`src/rtl/uart_debug_tx.sv`:
```
// uart_debug_tx: FIFO-buffered debug UART transmitter, 8N1 by default.
// Defining UART_DEBUG_TX_PARITY_EN adds an even-parity bit, giving 8E1 framing.
module uart_debug_tx #(
    parameter int CLKS_PER_BIT = 104,
    parameter int FIFO_DEPTH   = 8
) (
    input  logic                          clk,
    input  logic                          resetn,
    input  logic [7:0]                    wr_byte,
    input  logic                          wr_valid,
    output logic                          wr_full,
    output logic [$clog2(FIFO_DEPTH):0]   fifo_count,
    output logic                          overflow,
    output logic                          tx_busy,
    output logic                          tx_serial
);
    localparam int AW = $clog2(FIFO_DEPTH);
    localparam int CW = AW + 1;
    localparam int BW = (CLKS_PER_BIT > 1) ? $clog2(CLKS_PER_BIT) : 1;

`ifdef UART_DEBUG_TX_PARITY_EN
    typedef enum logic [2:0] {IDLE, START, DATA, PARITY, STOP} state_t;
`else
    typedef enum logic [1:0] {IDLE, START, DATA, STOP} state_t;
`endif

    logic [7:0]    mem_q [FIFO_DEPTH];
    logic [AW-1:0] wr_ptr_q, rd_ptr_q;
    logic [CW-1:0] count_q, count_d;
    logic          wr_full_q, overflow_q;
    state_t        state_q;
    logic [BW-1:0] baud_q;
    logic [2:0]    bit_q;
    logic [7:0]    shift_q;
    logic          tx_q, busy_q;
    logic          push, pop, not_empty, bit_done;

    assign not_empty = count_q != '0;
    assign bit_done  = baud_q == BW'(CLKS_PER_BIT - 1);
    assign push      = wr_valid && !wr_full_q;
    assign pop       = not_empty && (state_q == IDLE || (state_q == STOP && bit_done));
    assign count_d   = count_q + CW'(push) - CW'(pop);

    assign wr_full    = wr_full_q;
    assign fifo_count = count_q;
    assign overflow   = overflow_q;
    assign tx_busy    = busy_q;
    assign tx_serial  = tx_q;

    // Byte storage; contents need no reset since the pointers define validity.
    always_ff @(posedge clk) begin
        if (push) mem_q[wr_ptr_q] <= wr_byte;
    end

    // FIFO bookkeeping; a write while full is dropped even if a pop frees a slot.
    always_ff @(posedge clk or negedge resetn) begin
        if (!resetn) begin
            wr_ptr_q   <= '0;
            rd_ptr_q   <= '0;
            count_q    <= '0;
            wr_full_q  <= 1'b0;
            overflow_q <= 1'b0;
        end else begin
            wr_ptr_q   <= wr_ptr_q + AW'(push);
            rd_ptr_q   <= rd_ptr_q + AW'(pop);
            count_q    <= count_d;
            wr_full_q  <= count_d == CW'(FIFO_DEPTH);
            overflow_q <= overflow_q | (wr_valid & wr_full_q);
        end
    end

    // Frame serialiser; the baud counter restarts at every bit boundary so frames never drift.
    always_ff @(posedge clk or negedge resetn) begin
        if (!resetn) begin
            state_q <= IDLE;
            baud_q  <= '0;
            bit_q   <= '0;
            shift_q <= '0;
            tx_q    <= 1'b1;
            busy_q  <= 1'b0;
        end else begin
            baud_q <= (state_q == IDLE || bit_done) ? '0 : baud_q + BW'(1);
            case (state_q)
                IDLE: if (not_empty) begin
                    shift_q <= mem_q[rd_ptr_q];
                    tx_q    <= 1'b0;
                    busy_q  <= 1'b1;
                    state_q <= START;
                end
                START: if (bit_done) begin
                    tx_q    <= shift_q[0];
                    bit_q   <= '0;
                    state_q <= DATA;
                end
                DATA: if (bit_done) begin
                    if (bit_q == 3'd7) begin
`ifdef UART_DEBUG_TX_PARITY_EN
                        tx_q    <= ^shift_q;
                        state_q <= PARITY;
`else
                        tx_q    <= 1'b1;
                        state_q <= STOP;
`endif
                    end else begin
                        bit_q <= bit_q + 3'd1;
                        tx_q  <= shift_q[bit_q + 3'd1];
                    end
                end
`ifdef UART_DEBUG_TX_PARITY_EN
                PARITY: if (bit_done) begin
                    tx_q    <= 1'b1;
                    state_q <= STOP;
                end
`endif
                STOP: if (bit_done) begin
                    if (not_empty) begin
                        shift_q <= mem_q[rd_ptr_q];
                        tx_q    <= 1'b0;
                        state_q <= START;
                    end else begin
                        busy_q  <= 1'b0;
                        state_q <= IDLE;
                    end
                end
                default: state_q <= IDLE;
            endcase
        end
    end
endmodule

```
`config.mk`:
```
export PLATFORM = sky130hd
export DESIGN_NAME = uart_debug_tx
export DESIGN_NICKNAME = d
export VERILOG_FILES = /design/src/rtl/uart_debug_tx.sv
export SDC_FILE = /design/constraint.sdc
export NUM_CORES = 1
export LEC_CHECK = 0
export CORE_MARGIN = 4
export CORE_UTILIZATION = 35
export DETAILED_ROUTE_END_ITERATION = 16
export HOLD_SLACK_MARGIN = 0.15
export MAX_ROUTING_LAYER = met4
export PLACE_DENSITY_LB_ADDON = 0.1
export REMOVE_ABC_BUFFERS = 1
export SYNTH_ARGS = -nofsm -noshare
export SYNTH_HDL_FRONTEND = slang
export SYNTH_SLANG_ARGS = --single-unit
```
`constraint.sdc`:
```
create_clock -name clk -period 2.9 [get_ports clk]
set_input_delay 0.58 -clock clk [delete_from_list [all_inputs] [get_ports clk]]
set_output_delay 0.58 -clock clk [all_outputs]
set_load 0.005 [all_outputs]
```
---- Word-level counts from Yosys, hierarchy flattened ----
Memory sizes are Yosys's and may differ from the RTL's.
Index checks and enable logic that the tools add are counted.
operators by class
  equal/unequal tests ..................... 13
  reductions and logical operators ........ 15
  multiplexer cells ....................... 29
  $add $sub $neg .......................... 6
  order comparisons ....................... 1
  bitwise logic cells ..................... 2
operators with widths
  operator               count
  $mux W8                2
  $pmux W8 S2            1
  $ne A2 B2 Y1 const B   7
  $mux W1                12
  $mux W2                5
  $mux W3                3
  $pmux W2 S4            1
  $reduce_and A4 Y1      2
  $add A7 B1 Y7 const B  1
  $eq A7 B7 Y1 const B   1
  $mux W7                1
  $add A3 B1 Y3          2
  $pmux W3 S2            1
  $reduce_and A5 Y1      1
  $add A4 B1 Y4          1
  $eq A2 B2 Y1 const B   2
  $eq A4 B4 Y1 const B   1
  $lt A3 B4 Y1 const B   1
  $pmux W1 S4            1
  $reduce_bool A2 Y1     2
  $reduce_bool A4 Y1     1
  $sub A4 B1 Y4          1
  $add A3 B1 Y3 const B  1
  $bmux W1 S3            1
  11 further kinds       14
storage, ports and cells
  memories kept ........................... 1
  input port bits ......................... 11
  flip-flop bits (word level) ............. 34
  logic and storage cells ................. 78
  memory bits (writable) .................. 64
memory list
  name   words  width  rd ports  clocked after memory_dff  wr ports  RTL line  text
  mem_q  8      8      1         0                         1         27        logic [7:0] mem_q [FIFO_DEPTH];

---- Longest topological paths before layout ----
  depth after elaboration ................. 6
  depth in mapped cells ................... 12

---- Worst setup path before layout ----
OpenSTA, ideal clock, no wires.
  path type ............................... register to register
  start point ............................. register count_q[2] (netlist: fifo_count[2])
  end point ............................... register wr_full_q (netlist: wr_full)
  data arrival time ....................... 2,434 ps
  path buffers ............................ 0
  stages on the path, launching flop included .. 12
  library setup time ...................... 105 ps
  clock period less this slack ............ 2,539 ps
  slack ................................... 361 ps
  cells stage by stage .................... dfrtp_1 -> inv_1 -> ha_1 -> nor3b_1 -> nor2_1 -> ha_1 -> inv_1 -> ha_1 -> inv_1 -> fa_1 -> inv_1 -> nor4b_1
between the ends
  word-level cells in the longest chain between the ends .. 4
ends and longest elaborated chain
  item                    RTL line  text
  from (decl)             29        logic [CW-1:0] count_q, count_d;
  from (signal assigned)  66        count_q <= count_d;
  $reduce_bool A4 Y1      38        assign not_empty = count_q != '0;
  $logic_and A1 B1 Y1     41        assign pop = not_empty && (state_q == IDLE || (state_q == STOP && bit_done));
  $sub A4 B1 Y4           42        assign count_d = count_q + CW'(push) - CW'(pop);
  net count_d[1]          29
  $eq A4 B4 Y1            67        wr_full_q <= count_d == CW'(FIFO_DEPTH);
  to (signal assigned)    67
  to (decl)               30        logic wr_full_q, overflow_q;
The timed path passes the listed nets, and every way through them passes these cells.
A chain may end at the register's enable or synchronous reset.

---- Worst setup path in the final report ----
  start point ............................. register state_q[1]
  end point ............................... register wr_full_q (netlist: wr_full)
between the ends
  word-level cells in the longest chain between the ends .. 6
ends and longest elaborated chain
  item                    RTL line  text
  from (decl)             31        state_t state_q;
  from (signal assigned)  75        state_q <= IDLE;
  from (signal assigned)  88        state_q <= START;
  from (signal assigned)  93        state_q <= DATA;
  $eq A2 B2 Y1            41
  $logic_and A1 B1 Y1     41
  $logic_or A1 B1 Y1 *    41
  $logic_and A1 B1 Y1 *   41
  $sub A4 B1 Y4 *         42
  net count_d[3]          29
  $eq A4 B4 Y1 *          67
The timed path passes the listed nets; every way through them passes the cells marked *.

==> flow_summary.ini <==
[run_status]
status = finished clean

[power_and_ir_drop]
p_clk_share_pct = 33.3
seq_power_share_pct = 50.1
p_sw_share_pct = 25.01
ir_drop_mv = 0.6019
comb_power_share_pct = 16.6
power_density_nw_per_um2 = 710.9
p_int_mw = 2.672
power.switching_uw = 891.3
power.leakage_nw = 1.879

[clocking]
htree_num_levels = 3
postCtsHoldBufs = 0
clockRootBuffer = clkbuf_16
post_cts_buffers = 0
cts.sinks = 98
cts_max_path_buffers = 2
cts.clk_slew.worst_paths_ns = 0.06
cts_tree = yes
clock_latency_ns = 0.34
cts_buffers = 9

[sta]
rsz0062_at_grt = no
finalHoldViolations = 0
tightest_slew_ns = 0.7793
drv_slew = 0
fmax_mhz = 380.9
slew_headroom_pct = 48.05
setup_viol = 0
skew_ns = 0.005147
setup_tns_ns = 0
fin_crit_sh_pct = 90.54
period_needed_ns = 2.626

[final_layout]
drive_gt1_share_pct = 21.84
antenna_cells = 0
utilization_pct = 41.73
final_cells = 440
final_nets = 317
area_growth_pct = 17.10

[yosys]
synthDistinctLibCells = 45
async_flop_share_pct = 34.69
yosysWarnings = 0
synth_ff_type = edfxtp_1
syn_inst = 251
synth_area_sq_um = 4280
avgSynthCellArea_sq_um = 17.05
synth_edf_count = 64
synth_seq_cells = 98
yosysSeqAreaShare_pct = 64.81

[placement]
dp_hpwl_um = 5085
dpl.cell_count = 424
io_buffers = 18
gp_congestion = 0.7258

[drt]
post_drt_wl_per_cell_um = 17.26
num_vias = 2155
routed_wirelength_um = 7596
drt_iter0_markers = 112
drc = 0
antenna_left = 0
vias_per_cell = 4.898
first_pass_iters = 4

[min_path]
hold_path_class = in -> async

[worst_setup_path]
crit_path_max_fanout = 5
critPathArrivalTime_ns = 2.87
critPathLaunchType = register
crit_required_ns = 3.15
end_kind = register
crit_type = reg -> reg

[global_route]
grt_pass1_vias = 2255
track_usage_pct = 11.87
grt_max_degree = 35
grt_overflow_total = 0
grt_pass1_wl_um = 12270
antenna_found_initial = 0

[die]
dieHeight_um = 118.6
initial_core_util_pct = 35.64
die_x_um = 118.6
rows = 40
core_sq_um = 12010
ios = 19
dieArea_sq_um = 14060

[flow_run]
maxCapViolations = 0
==> metrics by stage <==
step	setup WS (ns)	hold slack (ns)	power (mW)	cell area, sq um
5_1_grt	0.002874	0.3899	3.756	5012
6_report	0.2743	0.3178	3.563	5012
4_1_cts	0.04120	0.3472	3.609	4989
3_3_place_gp	0.1994	0.4418	2.399	4693
2_1_floorplan	0.3612	0.2844	2.118	4222
3_5_place_dp	0.1263	0.4421	2.403	4693
==> what timing repair did <==
| item | CTS | global route |
|---|---|---|
| endpoints found under the setup margin | 0 | 1 |
| resized for setup | 0 | 4 |
| hold endpoints to repair | 0 | 0 |
==> Yosys cell counts, types with 3 or more instances <==
cell	instances	area share [%]
xnor2_1	3	0.61
nor3b_1	3	0.53
o21ai_0	3	0.35
a21oi_1	6	0.70
nand2_1	4	0.35
mux4_2	8	4.2
inv_1	11	0.96
nand2b_1	3	0.44
edfxtp_1	64	45
nor2b_1	4	0.58
nor3_1	7	0.82
mux2_2	15	3.9
a22o_1	5	1.0
nand3_1	4	0.47
mux4_1	10	6.1
dfrtp_1	33	19
ha_1	17	5.0
nor2_1	13	1.1
xor2_1	5	1.0
==> path summary, 6_finish.rpt <==
kind	start	end	slack, ns	cells after the start
min reg2reg	overflow	overflow	0.45	1
min	resetn	bit_q[0]	0.32	1
max reg2reg	state_q[1]	wr_full	0.27	11
max in group asynchronous	resetn	wr_ptr_q[1]	2.09	1
min in group clk	overflow	overflow	0.45	1
max	state_q[1]	wr_full	0.27	11
==> registers in the layout, summed over array words and instances (netlist names) <==
register,flops
baud_q,7
bit_q,3
fifo_count,4
mem_q,64
overflow,1
rd_ptr_q,3
shift_q,8
state_q,2
tx_busy,1
tx_serial,1
wr_full,1
wr_ptr_q,3
==> power by group through the flow <==
stage | combinational (mW) | sequential [mW] | clock, mW
3_5_place_dp | 0.585 | 1.82 | 0
6_report | 0.590 | 1.79 | 1.19
3_3_place_gp | 0.583 | 1.82 | 0
2_1_floorplan | 0.318 | 1.80 | 0
4_1_cts | 0.591 | 1.79 | 1.23
5_1_grt | 0.660 | 1.81 | 1.29
==> critical path: stages, from the launching register on <==
cell and delay [ns]:
dfrtp_1 0.42, ha_2 0.25, nor4bb_4 0.24, a21oi_1 0.12, nor2_1 0.19, ha_1 0.23, inv_1 0.06, ha_1 0.27
a21o_1 0.18, a21oi_1 0.17, xor2_1 0.19, nor4b_2 0.21
==> layer usage <==
metal  GRT usage, %  wire, um  vias up
met2          19.47      3912       28
met5              -         0        -
met1          13.92      3319     1069
met4          3.476        99        0
met3          4.019       265        9
li1               -         -     1049
==> cell usage in the layout, fill, tap and decap left out, types with 2 or more instances in the layout <==
cell / Yosys / layout
clkdlybuf4s50_1: 0 / 17
nor3_1: 7 / 7
o21ai_0: 3 / 3
a22o_1: 5 / 5
buf_4: 0 / 15
mux4_2: 8 / 8
nand2b_1: 3 / 3
a21oi_1: 6 / 6
xnor2_1: 3 / 3
a21o_1: 2 / 2
ha_1: 17 / 16
mux2_4: 2 / 2
dfrtp_1: 33 / 33
inv_1: 11 / 11
inv_6: 0 / 2
clkbuf_1: 2 / 2
edfxtp_1: 64 / 64
nor2b_1: 4 / 4
nor2_1: 13 / 13
clkbuf_16: 0 / 9
nand3_1: 4 / 4
a211oi_1: 2 / 2
xor2_1: 5 / 5
mux4_1: 10 / 10
clkinvlp_4: 0 / 2
and3_1: 2 / 2
mux2_2: 15 / 15
nor3b_1: 3 / 3
nand2_1: 4 / 4
==> kinds of logic (layout without fill, tap and decap cells) <==
kind of cell             after synthesis  after routing  synth area share, %
AND/OR/NAND/NOR                       48             48                6.197
flip-flops                            98             98                64.81
multiplexers                          36             36                15.26
XOR/XNOR                               8              8                1.637
AO/OA/AOI/OAI                         25             25                4.326
adder cells (fa/ha/maj)               18             18                5.437
buffers and inverters                 18             60                2.338
==> layout make-up <==
cell class / count / area, sq um
Inverter: 11 / 41.29
Tap cell: 147 / 183.9
Timing Repair Buffer: 33 / 287.8
Clock buffer: 11 / 232.7
Sequential cell: 98 / 2774
Clock inverter: 5 / 62.56
Multi-Input combinational cell: 135 / 1430
Fill cell: 1091 / 6999
Note: power is estimated with default switching activity, not from simulation.
==> edit: new RTL, same flow settings <==
`FIFO_DEPTH`: 8 -> 16.
--- a/src/rtl/uart_debug_tx.sv
+++ b/src/rtl/uart_debug_tx.sv
@@ -3,5 +3,5 @@
 module uart_debug_tx #(
     parameter int CLKS_PER_BIT = 104,
-    parameter int FIFO_DEPTH   = 8
+    parameter int FIFO_DEPTH   = 16
 ) (
     input  logic                          clk,
Interface: changed (resized fifo_count); port bits go from 19 to 20. No check against the original RTL was run, so the function may have changed too.
==> edit against the original RTL <==
- setup slack got worse by 7.5 ps
- synthesized area rose by 63%
- wire length increased by 79%
- power grew 69%
- sequential cell count is 67 higher
- global-route usage grew 1.7 points
- design area rose by 64%
- maximum frequency fell by 0.29%
- synthesized cell count is 50% higher
- critical path type unchanged
- critical endpoint unchanged
==> edit: results (changes against the original RTL) <==
<table>
<tr><th>Metric</th><th>Value</th></tr>
<tr><th colspan="2">Clock network</th></tr>
<tr><td>Latest clock arrival within the worst-skew pair</td><td>420 ps (+80 ps)</td></tr>
<tr><th colspan="2">Final layout</th></tr>
<tr><td>Data buffer area share</td><td>4.932% (-0.81 points)</td></tr>
<tr><td>Number of fill cells</td><td>1765 (+62%)</td></tr>
<tr><td>Fraction of final layout cells sized beyond drive strength 1</td><td>21.05% (-0.79 points)</td></tr>
<tr><td>Total area of sequential cells</td><td>4772 sq um (+72%)</td></tr>
<tr><td>Total of clock buffers placed in the layout</td><td>17 (+6)</td></tr>
<tr><td>Fraction of the core area covered by cells at the end of the flow</td><td>41.96% (+0.23 points)</td></tr>
<tr><th colspan="2">STA</th></tr>
<tr><td>Measured slew at the worst slew-check pin</td><td>879.6 ps (+100.3 ps)</td></tr>
<tr><th colspan="2">Routing</th></tr>
<tr><td>Post-Route M1 WL</td><td>6416 microns (+93%)</td></tr>
<tr><td>Sum of met3 wire segment lengths after detailed routing</td><td>392 microns (+48%)</td></tr>
<tr><th colspan="2">Yosys</th></tr>
<tr><td>Cell types with the highest counts after synthesis</td><td>128 x edfxtp_1, 36 x dfrtp_1, 25 x mux2i_1, 19 x mux4_1, 18 x ha_1</td></tr>
<tr><td>Mean Syn Cell Area</td><td>18.60 sq um (+9.1%)</td></tr>
<tr><td>Sequential fraction of the synthesis area</td><td>68.20% (+3.4 points)</td></tr>
<tr><th colspan="2">Global route</th></tr>
<tr><td>Number of global-route vias before repair</td><td>3500 (+55%)</td></tr>
<tr><td>GR Util met3</td><td>3.099% (-0.92 points)</td></tr>
<tr><td>Pin count of the biggest net entering global routing</td><td>38 (+8.6%)</td></tr>
<tr><td>Met1 Track Usage GR</td><td>18.18% (+4.3 points)</td></tr>
<tr><th colspan="2">Setup path</th></tr>
<tr><td>Highest net fanout along the worst path</td><td>3 (-2)</td></tr>
<tr><td>Worst r2r path cells</td><td>12 (+1)</td></tr>
<tr><th colspan="2">Place</th></tr>
<tr><td>Number of instances in the placed design</td><td>669 (+58%)</td></tr>
<tr><td>Worst setup slack after placement</td><td>87.35 ps (-38.92 ps)</td></tr>
<tr><td>Port Buffers</td><td>19 (+1)</td></tr>
<tr><th colspan="2">Power and ir drop</th></tr>
<tr><td>Power in the clock group</td><td>2.18 mW (+83%)</td></tr>
<tr><td>Power Total</td><td>6.026 mW (+69%)</td></tr>
<tr><th colspan="2">Outcome</th></tr>
<tr><td>Outcome</td><td>finished clean</td></tr>
</table>
edit: cell types whose count changed after synthesis, sizes merged, moves of 3 or more:
| cell | unedited run | this run |
|---|---|---|
| dfrtp | 33 | 36 |
| nor2 | 14 | 17 |
| buf | 5 | 12 |
| nand3 | 4 | 7 |
| nor4 | 0 | 3 |
| mux2i | 0 | 25 |
| edfxtp | 64 | 128 |
| nor3 | 7 | 10 |
| mux4 | 18 | 34 |
| mux2 | 18 | 10 |
edit: worst max-delay path, stage by stage (launching register included):
cell and delay, ps:
dfrtp_1 370, ha_2 210, nand3_1 120, nor4_2 310, o21a_1 210, ha_1 140
inv_1 50, ha_1 210, fa_2 370, a21oi_2 150, o21bai_1 80, xnor2_1 180
and3b_1 180
edit: kinds of logic (layout without fill, tap and decap cells):
kind of cell,Yosys count,in the layout,share of synthesized area (%)
xor+xnor,12,12,1.502
buf+inv,27,88,2.164
simple gates,56,56,4.221
mux,69,69,17.58
flops,165,165,68.20
compound gates,28,28,2.826
fa+ha+maj,19,19,3.506
